$ cat src/rtl/inst_fetch_queue_pkg.sv
// Shared types and defaults for the instruction fetch queue slice.
package inst_fetch_queue_pkg;

  typedef logic [31:0] Word_t;
  typedef logic [31:0] InstAddr_t;

  typedef struct packed {
    logic       valid;
    logic [3:0] code;
  } ExceptInfo_t;

  typedef struct packed {
    Word_t       inst;
    InstAddr_t   pc;
    ExceptInfo_t except;
  } FetchEntry_t;

  localparam int unsigned FETCH_WIDTH_DEFAULT = 2;
  localparam int unsigned ISSUE_WIDTH_DEFAULT = 2;
  localparam int unsigned DEPTH_DEFAULT       = 8;

  function automatic int unsigned min_u(input int unsigned a, input int unsigned b);
    return (a < b) ? a : b;
  endfunction

endpackage

$ cat src/rtl/inst_fetch_queue_if.sv
// IF->ID handshake bundle for the fetch queue; slave = queue, master = pipeline.
interface inst_fetch_queue_if
  import inst_fetch_queue_pkg::*;
#(
  parameter int unsigned FETCH_WIDTH = FETCH_WIDTH_DEFAULT,
  parameter int unsigned ISSUE_WIDTH = ISSUE_WIDTH_DEFAULT,
  parameter int unsigned DEPTH       = DEPTH_DEFAULT
) ();
  localparam int unsigned PCW = $clog2(FETCH_WIDTH + 1);
  localparam int unsigned TKW = $clog2(ISSUE_WIDTH + 1);
  localparam int unsigned OCW = $clog2(DEPTH + 1);

  logic                                flush;
  logic                                push_valid;
  logic                                push_ready;
  logic [PCW-1:0]                      push_count;
  Word_t       [FETCH_WIDTH-1:0]       push_inst;
  InstAddr_t                           push_pc;
  ExceptInfo_t                         push_except;
  logic [ISSUE_WIDTH-1:0]              issue_valid;
  Word_t       [ISSUE_WIDTH-1:0]       issue_inst;
  InstAddr_t   [ISSUE_WIDTH-1:0]       issue_pc;
  ExceptInfo_t [ISSUE_WIDTH-1:0]       issue_except;
  logic [TKW-1:0]                      issue_taken;
  logic [OCW-1:0]                      occupancy;

  modport slave (
    input  flush, push_valid, push_count, push_inst, push_pc, push_except, issue_taken,
    output push_ready, issue_valid, issue_inst, issue_pc, issue_except, occupancy
  );

  modport master (
    output flush, push_valid, push_count, push_inst, push_pc, push_except, issue_taken,
    input  push_ready, issue_valid, issue_inst, issue_pc, issue_except, occupancy
  );
endinterface

$ cat src/rtl/inst_fetch_queue_ram.sv
// DEPTH-entry register array: FETCH_WIDTH indexed write ports, ISSUE_WIDTH async reads.
module fetch_queue_ram
  import inst_fetch_queue_pkg::*;
#(
  parameter int unsigned DEPTH       = DEPTH_DEFAULT,
  parameter int unsigned FETCH_WIDTH = FETCH_WIDTH_DEFAULT,
  parameter int unsigned ISSUE_WIDTH = ISSUE_WIDTH_DEFAULT,
  localparam int unsigned AW         = $clog2(DEPTH)
) (
  input  logic                                clk,
  input  logic                                rst,
  input  logic        [FETCH_WIDTH-1:0]          i_we,
  input  logic        [FETCH_WIDTH-1:0][AW-1:0]  i_widx,
  input  FetchEntry_t [FETCH_WIDTH-1:0]          i_wdata,
  input  logic        [ISSUE_WIDTH-1:0][AW-1:0]  i_ridx,
  output FetchEntry_t [ISSUE_WIDTH-1:0]          o_rdata
);
  FetchEntry_t [DEPTH-1:0] r_mem;

  // Storage update: each enabled lane writes its own entry.
  always_ff @(posedge clk or negedge rst) begin
    if (!rst) begin
      r_mem <= '0;
    end else begin
      for (int unsigned i = 0; i < FETCH_WIDTH; i++) begin
        if (i_we[i]) r_mem[i_widx[i]] <= i_wdata[i];
      end
    end
  end

  // Asynchronous read ports feeding the issue slots.
  always_comb begin
    for (int unsigned k = 0; k < ISSUE_WIDTH; k++) begin
      o_rdata[k] = r_mem[i_ridx[k]];
    end
  end
endmodule

$ cat src/rtl/inst_fetch_queue.sv
// Circular IF->ID instruction queue with wrap-bit pointers.
// Optional zero-latency empty-queue bypass: INST_FETCH_QUEUE_BYPASS_EN.
module inst_fetch_queue
  import inst_fetch_queue_pkg::*;
#(
  parameter int unsigned FETCH_WIDTH = FETCH_WIDTH_DEFAULT,
  parameter int unsigned ISSUE_WIDTH = ISSUE_WIDTH_DEFAULT,
  parameter int unsigned DEPTH       = DEPTH_DEFAULT
) (
  input logic               clk,
  input logic               rst,
  inst_fetch_queue_if.slave fq
);
  localparam int unsigned AW  = $clog2(DEPTH);
  localparam int unsigned PW  = AW + 1;
  localparam int unsigned OCW = $clog2(DEPTH + 1);

  logic [PW-1:0] r_rd_ptr, r_wr_ptr;
  logic [PW-1:0] w_occ;
  int unsigned   w_occ_u, w_push_cnt, w_taken, w_q_vis, w_pop, w_skip, w_wr_adv;
  logic          w_push_ready, w_push_fire, w_byp;

  logic        [FETCH_WIDTH-1:0]          w_we;
  logic        [FETCH_WIDTH-1:0][AW-1:0]  w_widx;
  FetchEntry_t [FETCH_WIDTH-1:0]          w_wdata;
  logic        [ISSUE_WIDTH-1:0][AW-1:0]  w_ridx;
  FetchEntry_t [ISSUE_WIDTH-1:0]          w_rdata;

  assign w_occ          = r_wr_ptr - r_rd_ptr;
  assign fq.occupancy   = OCW'(w_occ);
  assign fq.push_ready  = w_push_ready;

  // Pointer arithmetic: acceptance from registered occupancy, clamped pop, bypass skip.
  always_comb begin
    w_occ_u      = 32'(w_occ);
    w_push_ready = (DEPTH - w_occ_u) >= FETCH_WIDTH;
    w_push_cnt   = min_u(32'(fq.push_count), FETCH_WIDTH);
    w_push_fire  = fq.push_valid & w_push_ready & ~fq.flush & (w_push_cnt != 0);
    w_taken      = 32'(fq.issue_taken);
    w_q_vis      = min_u(w_occ_u, ISSUE_WIDTH);
    w_pop        = min_u(w_taken, w_q_vis);
`ifdef INST_FETCH_QUEUE_BYPASS_EN
    w_byp        = w_push_fire && (w_occ_u == 0);
    w_skip       = w_byp ? min_u(w_taken, min_u(w_push_cnt, ISSUE_WIDTH)) : 0;
`else
    w_byp        = 1'b0;
    w_skip       = 0;
`endif
    w_wr_adv     = w_push_fire ? (w_push_cnt - w_skip) : 0;
  end

  // Write lanes: bypass-consumed lanes are skipped, the rest pack down from wr_ptr.
  always_comb begin
    for (int unsigned i = 0; i < FETCH_WIDTH; i++) begin
      w_we[i]    = w_push_fire && (i >= w_skip) && (i < w_push_cnt);
      w_widx[i]  = AW'(r_wr_ptr + PW'(i - w_skip));
      w_wdata[i] = '{inst: fq.push_inst[i], pc: fq.push_pc + (4 * i), except: fq.push_except};
    end
    for (int unsigned k = 0; k < ISSUE_WIDTH; k++) begin
      w_ridx[k] = AW'(r_rd_ptr + PW'(k));
    end
  end

  // Issue slots: bypassed push lanes when empty, otherwise queue entries; idle slots read 0.
  always_comb begin
    for (int unsigned k = 0; k < ISSUE_WIDTH; k++) begin
      fq.issue_valid[k]  = 1'b0;
      fq.issue_inst[k]   = '0;
      fq.issue_pc[k]     = '0;
      fq.issue_except[k] = '0;
      if (w_byp && (k < w_push_cnt)) begin
        fq.issue_valid[k]  = 1'b1;
        fq.issue_inst[k]   = fq.push_inst[k];
        fq.issue_pc[k]     = fq.push_pc + (4 * k);
        fq.issue_except[k] = fq.push_except;
      end else if (k < w_q_vis) begin
        fq.issue_valid[k]  = 1'b1;
        fq.issue_inst[k]   = w_rdata[k].inst;
        fq.issue_pc[k]     = w_rdata[k].pc;
        fq.issue_except[k] = w_rdata[k].except;
      end
`ifdef INST_FETCH_QUEUE_BYPASS_EN
      if (fq.flush) begin
        fq.issue_valid[k]  = 1'b0;
        fq.issue_inst[k]   = '0;
        fq.issue_pc[k]     = '0;
        fq.issue_except[k] = '0;
      end
`endif
    end
  end

  // Pointer registers: flush beats push and pop.
  always_ff @(posedge clk or negedge rst) begin
    if (!rst) begin
      r_rd_ptr <= '0;
      r_wr_ptr <= '0;
    end else if (fq.flush) begin
      r_rd_ptr <= '0;
      r_wr_ptr <= '0;
    end else begin
      r_rd_ptr <= r_rd_ptr + PW'(w_pop);
      r_wr_ptr <= r_wr_ptr + PW'(w_wr_adv);
    end
  end

  fetch_queue_ram #(
    .DEPTH      (DEPTH),
    .FETCH_WIDTH(FETCH_WIDTH),
    .ISSUE_WIDTH(ISSUE_WIDTH)
  ) u_ram (
    .clk    (clk),
    .rst    (rst),
    .i_we   (w_we),
    .i_widx (w_widx),
    .i_wdata(w_wdata),
    .i_ridx (w_ridx),
    .o_rdata(w_rdata)
  );
endmodule

$ cat src/flat_wrapper.sv
// flat-port wrapper written by rule: the top's interface ports become plain ports
module inst_fetch_queue_flat import inst_fetch_queue_pkg::*;
#(
  parameter int unsigned FETCH_WIDTH = FETCH_WIDTH_DEFAULT,
  parameter int unsigned ISSUE_WIDTH = ISSUE_WIDTH_DEFAULT,
  parameter int unsigned DEPTH       = DEPTH_DEFAULT
)
  (clk, rst, fq_flush, fq_push_valid, fq_push_count, fq_push_inst, fq_push_pc, fq_push_except, fq_issue_taken, fq_push_ready, fq_issue_valid, fq_issue_inst, fq_issue_pc, fq_issue_except, fq_occupancy);
  inst_fetch_queue_if #(.FETCH_WIDTH(FETCH_WIDTH), .ISSUE_WIDTH(ISSUE_WIDTH), .DEPTH(DEPTH)) fq_i ();
  input logic clk;
  input logic rst;
  input wire logic [$bits(fq_i.flush)-1:0] fq_flush;
  input wire logic [$bits(fq_i.push_valid)-1:0] fq_push_valid;
  input wire logic [$bits(fq_i.push_count)-1:0] fq_push_count;
  input wire logic [$bits(fq_i.push_inst)-1:0] fq_push_inst;
  input wire logic [$bits(fq_i.push_pc)-1:0] fq_push_pc;
  input wire logic [$bits(fq_i.push_except)-1:0] fq_push_except;
  input wire logic [$bits(fq_i.issue_taken)-1:0] fq_issue_taken;
  output wire logic [$bits(fq_i.push_ready)-1:0] fq_push_ready;
  output wire logic [$bits(fq_i.issue_valid)-1:0] fq_issue_valid;
  output wire logic [$bits(fq_i.issue_inst)-1:0] fq_issue_inst;
  output wire logic [$bits(fq_i.issue_pc)-1:0] fq_issue_pc;
  output wire logic [$bits(fq_i.issue_except)-1:0] fq_issue_except;
  output wire logic [$bits(fq_i.occupancy)-1:0] fq_occupancy;
  assign fq_i.flush = fq_flush;
  assign fq_i.push_valid = fq_push_valid;
  assign fq_i.push_count = fq_push_count;
  assign fq_i.push_inst = fq_push_inst;
  assign fq_i.push_pc = fq_push_pc;
  assign fq_i.push_except = fq_push_except;
  assign fq_i.issue_taken = fq_issue_taken;
  assign fq_push_ready = fq_i.push_ready;
  assign fq_issue_valid = fq_i.issue_valid;
  assign fq_issue_inst = fq_i.issue_inst;
  assign fq_issue_pc = fq_i.issue_pc;
  assign fq_issue_except = fq_i.issue_except;
  assign fq_occupancy = fq_i.occupancy;
  inst_fetch_queue #(.FETCH_WIDTH(FETCH_WIDTH), .ISSUE_WIDTH(ISSUE_WIDTH), .DEPTH(DEPTH)) u_core (.clk(clk), .rst(rst), .fq(fq_i));
endmodule
$ cat config.mk
export PLATFORM = sky130hd
export DESIGN_NAME = inst_fetch_queue_flat
export DESIGN_NICKNAME = d
export VERILOG_FILES = /design/src/rtl/inst_fetch_queue_pkg.sv /design/src/rtl/inst_fetch_queue_if.sv /design/src/rtl/inst_fetch_queue_ram.sv /design/src/rtl/inst_fetch_queue.sv /design/src/flat_wrapper.sv
export SDC_FILE = /design/constraint.sdc
export NUM_CORES = 2
export LEC_CHECK = 0
export BUFFER_PORTS_ARGS = -buffer_cell sky130_fd_sc_hd__buf_2
export CORE_UTILIZATION = 60
export DETAILED_ROUTE_END_ITERATION = 10
export GPL_ROUTABILITY_DRIVEN = 0
export GPL_TIMING_DRIVEN = 0
export PLACE_DENSITY = 0.77
export SYNTH_ARGS = -nofsm -noshare
export SYNTH_HDL_FRONTEND = slang
export SYNTH_HIERARCHICAL = 1
export SYNTH_SLANG_ARGS = --single-unit
$ cat constraint.sdc
create_clock -name clk -period 10.2 [get_ports clk]
set_input_delay 0 -clock clk [delete_from_list [all_inputs] [get_ports clk]]
set_output_delay 0 -clock clk [all_outputs]
set_load 0.1 [all_outputs]
After elaboration in Yosys (flattened, before gate mapping)
Index checks and enable logic that the tools add are counted.

cells by class
  $add $sub $neg = 7
  order comparisons = 14
  bitwise logic cells = 4
  mux-type cells = 26
  reductions and logical operators = 5

operator list
  kind                   number
  $bwmux 552             2
  $mux 552               2
  $bmux 69 s3            2
  $demux 69 s3           2
  $mux 69                4
  $lt 1x32->1 const A    4
  $mux 32                4
  $add 32x3->32 const B  1
  $ge 32x2->1 const B    1
  $lt 2x32->1            1
  $reduce_bool 32->1     1
  $mux 4                 5
  $lt 3x4->1 const B     4
  $mux 5                 2
  $add 4x4->4            2
  $add 3x1->3 const B    2
  $ge 3x1->1 const B     2
  $sub 4x4->5 const A    1
  $logic_and 1x1->1      4
  $lt 4x2->1 const B     1
  $sub 4x4->4            1
  $and 1x1->1            3
  $lt 2x2->1 const B     1
  $mux 1                 2
  2 further kinds        2

word-level totals
  output and inout port bits = 145
  register bits = 560
  logic and storage cells = 90
  input bits = 109

Longest topological paths before layout
  depth in word-level cells = 10
  gate-level depth with buffers = 16
  gate-level depth less buffers = 14

Hierarchy
The synthesis kept the hierarchy.

by module, submodules not included
  module            seq. area each (µm²)  cells an instance  area each (µm²)  times used
  fetch_queue_ram   13813.2               3038               34017.6          1
  inst_fetch_queue  200.2                 320                2296.0           1

Worst setup path before layout
OpenSTA, ideal clock, no wires.

  path kind = reg2reg
  from = reg u_core.r_wr_ptr[0]
  to = reg u_core/u_ram/r_mem[128] in the netlist's numbering
  slack = 5.655 ns
  setup time = 0.077 ns
  arrival = 4.469 ns
  required time = 10.123 ns
  period minus slack after synthesis = 4.545 ns
  stages on the path, launching flop included = 16
  path buffers = 3
  cell sequence = dfrtp_1 -> inv_1 -> ha_1 -> fa_1 -> inv_1 -> ha_1 -> nor3_1 -> mux2_4 -> o211a_2 -> nor4_1 -> and4bb_2 -> buf_2 -> buf_4 -> clkbuf_1 -> nand2_1 -> o21ai_1

RTL lines
  element                          line                        text
  from (decl)                      inst_fetch_queue.sv:18      logic [PW-1:0] r_rd_ptr, r_wr_ptr;
  from (signal assigned)           inst_fetch_queue.sv:103     r_wr_ptr <= r_wr_ptr + PW'(w_wr_adv);
  to (signal, indexed assignment)  inst_fetch_queue_ram.sv:26  if (i_we[i]) r_mem[i_widx[i]] <= i_wdata[i];
  to (decl)                        inst_fetch_queue_ram.sv:18  FetchEntry_t [DEPTH-1:0] r_mem;

==> results.tsv <==
stage	metric	value	unit
layout	area occupied by multi-input gates	20300	um^2
power	Logic pwr share	61.7	%
clock_network	H-tree depth	2	
clock_network	Setup Buffers After CTS	0	
synth	Post-synth EDFFs	0	
layout	fin area	41900	um^2
synth	Yosys top cell area share	38.6	%
synth	top post-synthesis cells by count	560 x dfrtp_1, 552 x mux2i_1, 291 x nor2_1	
flow_run	Max-Cap Viols	0	
clock_network	Clk pin slew, worst setup/hold paths	60	ps
power	Seq pwr share	22.9	%
layout	Synth-to-Final Area Change	15.4	%
floorplan	die height	248	um
setup_path	critical path cell sequence	inv_1, ha_1, fa_1, inv_1, ha_1, nor3_1, mux2_4, o211a_2, nor4_1, buf_2, and4bb_2, buf_2, buf_4, clkbuf_1, nand2_1, o21ai_1, dlygate4sd3_1	
floorplan	number of cell rows	89	
detailed_routing	Pre-antenna DRT Iters	5	
power	Sw Share	53.8	%
placed_design	placed cell areas	38300	um^2
timing	Final Skew	26.8	ps
timing	Final Hold Vio Count	0	
power	Total Power	15.5	mW
layout	fin cells	4575	
setup_path	Max FO, Critical Path	11	
floorplan	chip width	248	um
power	Peak supply drop	0.000551	V
global_route	number of global-route vias before repair	30500	
floorplan	Ports	254	
clock_network	Max Buffers Root-to-Sink	3	
synth	complex-gate fraction of the synthesized area	7.86	%
floorplan	full die area	61500	um^2
global_route	GRT Overall Usage	40.1	%
synth	Area contributors post-synth	dfrtp_1 39%, mux4_2 17%, mux2i_1 15%, mux2_2 4.3%, a21oi_1 3.8%	
setup_path	Crit. End Element	register	
timing	Slew @ Worst Pin	1120	ps
synth	mux share of post-synthesis cell area	36.7	%
synth	FFs w/ async S/R, synth	100	%
power	switching pwr	8.34	mW
timing	WHS	26.3	ps
layout	ratio of cells with drive above 1 in the final layout	22.5	%
global_route	initial antenna violation count	2	
synth	predominant post-synthesis flop cell	dfrtp_1	
synth	syn nets	3484	
synth	library cells used by synthesis	50	
synth	register area share after synthesis	38.6	%
clock_network	Num Clock Sinks	560	
layout	Fillers	4346	
floorplan	Core Footprint	59400	um^2
detailed_routing	Detailed Route Iter0 Violations	3996	
synth	largest family of logic cells by synthesized area	multiplexers	
power	leakage	19.1	nW
placed_design	placed instance count	4318	
timing	fin worst setup slack	4420	ps
clock_network	clk_lat worst skew	650	ps
clock_network	CTS buffer count	61	
detailed_routing	drc violations	0	
clock_network	CTS tree	done	
timing	setup violation total in the final timing report	0	
placed_design	DP HPWL	78.5	mm
timing	Final Critical Period	5780	ps
synth	Ys Warns	6	
synth	Syn Area/Cell	10.8	um^2
detailed_routing	DR vias/cell	6.73	
global_route	grt ovf	0	
detailed_routing	WL per Instance	27.0	um
global_route	first-pass GRT wire length	184	mm
clock_network	CTS Root Buffer Type	clkbuf_16	
timing	RSZ-0062 raised after global routing	false	
detailed_routing	vias after detailed routing	30800	
timing	setup TNS	0	ps
synth	Yosys reg bits	560	
power	P_int	7.17	mW
placed_design	port bufs	182	
timing	final worst path period share	56.6	%
setup_path	Crit Path Category	register to register	
setup_path	Worst EP arrival	6360	ps
setup_path	WP data required	10790	ps
timing	Pins Over Slew Limit	0	
layout	fin util	70.6	%
synth	XOR/XNOR Fraction of Synth Area	0.868	%
setup_path	slowest CP cell	clkbuf_1	
min_path	worst hold path class	input pin to register	
floorplan	Initial Utilization	61.2	%
detailed_routing	post-route ant nets	0	
synth	Post-Synth Adder-Cell Area	0.648	%
synth	Mapped Cells	3358	
synth	synthesized area	36300	um^2
power	cell area power density	370	nW/um^2
placed_design	DP Worst Slack	4680	ps
setup_path	startpoint class of the critical path	register	
synth	Post-Synth Simple-Gate Area	9.76	%
layout	fin nets	3875	
layout	Reg area	14000	um^2
timing	Relative slew margins	25.2	%
power	clock share of power	15.4	%
setup_path	crit-path max cell delay	680	ps
timing	maximum operating frequency	0.173	GHz
status	status	complete, no violations	
synth	Synth area leader	dfrtp_1	
synth	most numerous cell in the Yosys netlist	dfrtp_1	
detailed_routing	DRT Wirelength	124	mm
global_route	largest net degree at the start of global routing	114	
-- routing by layer --
metal / track usage [%] / wire [um] / vias up
met5: 0 / 0 / -
met4: 20.4 / 6820 / 0
met3: 12.7 / 16200 / 485
met2: 60.7 / 55600 / 2298
met1: 52.2 / 45000 / 15200
li1: - / - / 12800
-- cell families (layout without fill, tap and decap cells) --
logic type,Yosys count,in the layout
multiplexers,967,967
AND/OR/NAND/NOR,782,782
AO/OA/AOI/OAI,565,565
flip-flops,560,560
buffers and inverters,430,873
XOR/XNOR,36,36
adder cells (fa/ha/maj),17,17
other,1,2
-- power by group through the flow --
stage               clock network [mW]  logic [mW]  registers [mW]
finish                            2.39        9.56            3.55
global route                      2.48        9.86            3.62
CTS                               2.40        9.41            3.51
detailed placement                   0        9.30            3.56
global placement                     0        9.20            3.50
floorplan                            0        7.59            3.37
-- flip-flops by register name, summed over array words and instances (netlist names) --
register	cells
u_core/r_rd_ptr	4
u_core/r_wr_ptr	4
u_core/u_ram/r_mem	552
-- worst max-delay path: cells and delay by family (launching register included) --
family / cells / cell delay [ps]
DFF: 1 / 520
muxes: 1 / 280
AOI/OAI and AO/OA: 2 / 290
buffers and inverters: 7 / 2760
and+or+nand+nor: 4 / 880
adders and majority gates: 3 / 1000
-- path summary, 6_finish.rpt --
path / from / to / slack (ps) / cells past startpoint
worst max-delay path: u_core/r_wr_ptr[0] / u_core/u_ram/r_mem[336] / 4420 / 17
worst min-delay path: fq_push_pc[16] / u_core/u_ram/r_mem[435] / 30 / 4
worst max register to register: u_core/r_wr_ptr[0] / u_core/u_ram/r_mem[336] / 4420 / 17
worst min register to register: u_core/r_rd_ptr[3] / u_core/r_rd_ptr[3] / 560 / 2
max in group asynchronous: rst / u_core/u_ram/r_mem[524] / 8600 / 5
min in group asynchronous: rst / u_core/u_ram/r_mem[339] / 470 / 4
-- cell usage in the layout (no fill, tap or decap), types with 4 or more instances in the layout --
cell,count
nor2b_1,72
nand2_1,286
a21oi_1,279
dlygate4sd3_1,139
nand4b_1,6
o21ai_1,130
nand4_1,13
inv_1,13
nor2_1,291
mux2_2,138
buf_6,30
clkbuf_1,244
buf_16,5
clkinvlp_4,7
and3_1,4
dfrtp_1,560
buf_2,257
mux4_2,276
nand3_1,13
clkinv_2,16
ha_1,14
xnor2_1,24
o21ai_0,149
buf_1,46
clkbuf_16,63
clkbuf_8,10
mux2i_1,552
xor2_1,12
bufinv_16,8
buf_4,27
and2_1,70
-- cell type report --
cell class	instances	share of cell area [%]
antenna	1	0.00597
clock buffer	79	4.14
tap	773	2.31
inverter	14	0.125
buffer	416	4.73
timing repair buffer	328	5.90
multi-input combinational	2368	48.4
sequential	560	33.4
clock inverter	36	0.994
-- what timing repair did --
| action | in CTS | in global routing |
|---|---|---|
| resized for setup | 0 | 0 |
| endpoints found under the hold margin | 770 | 0 |
| hold buffers | 140 | 0 |
No activity file was read; power rests on OpenSTA's default activity.
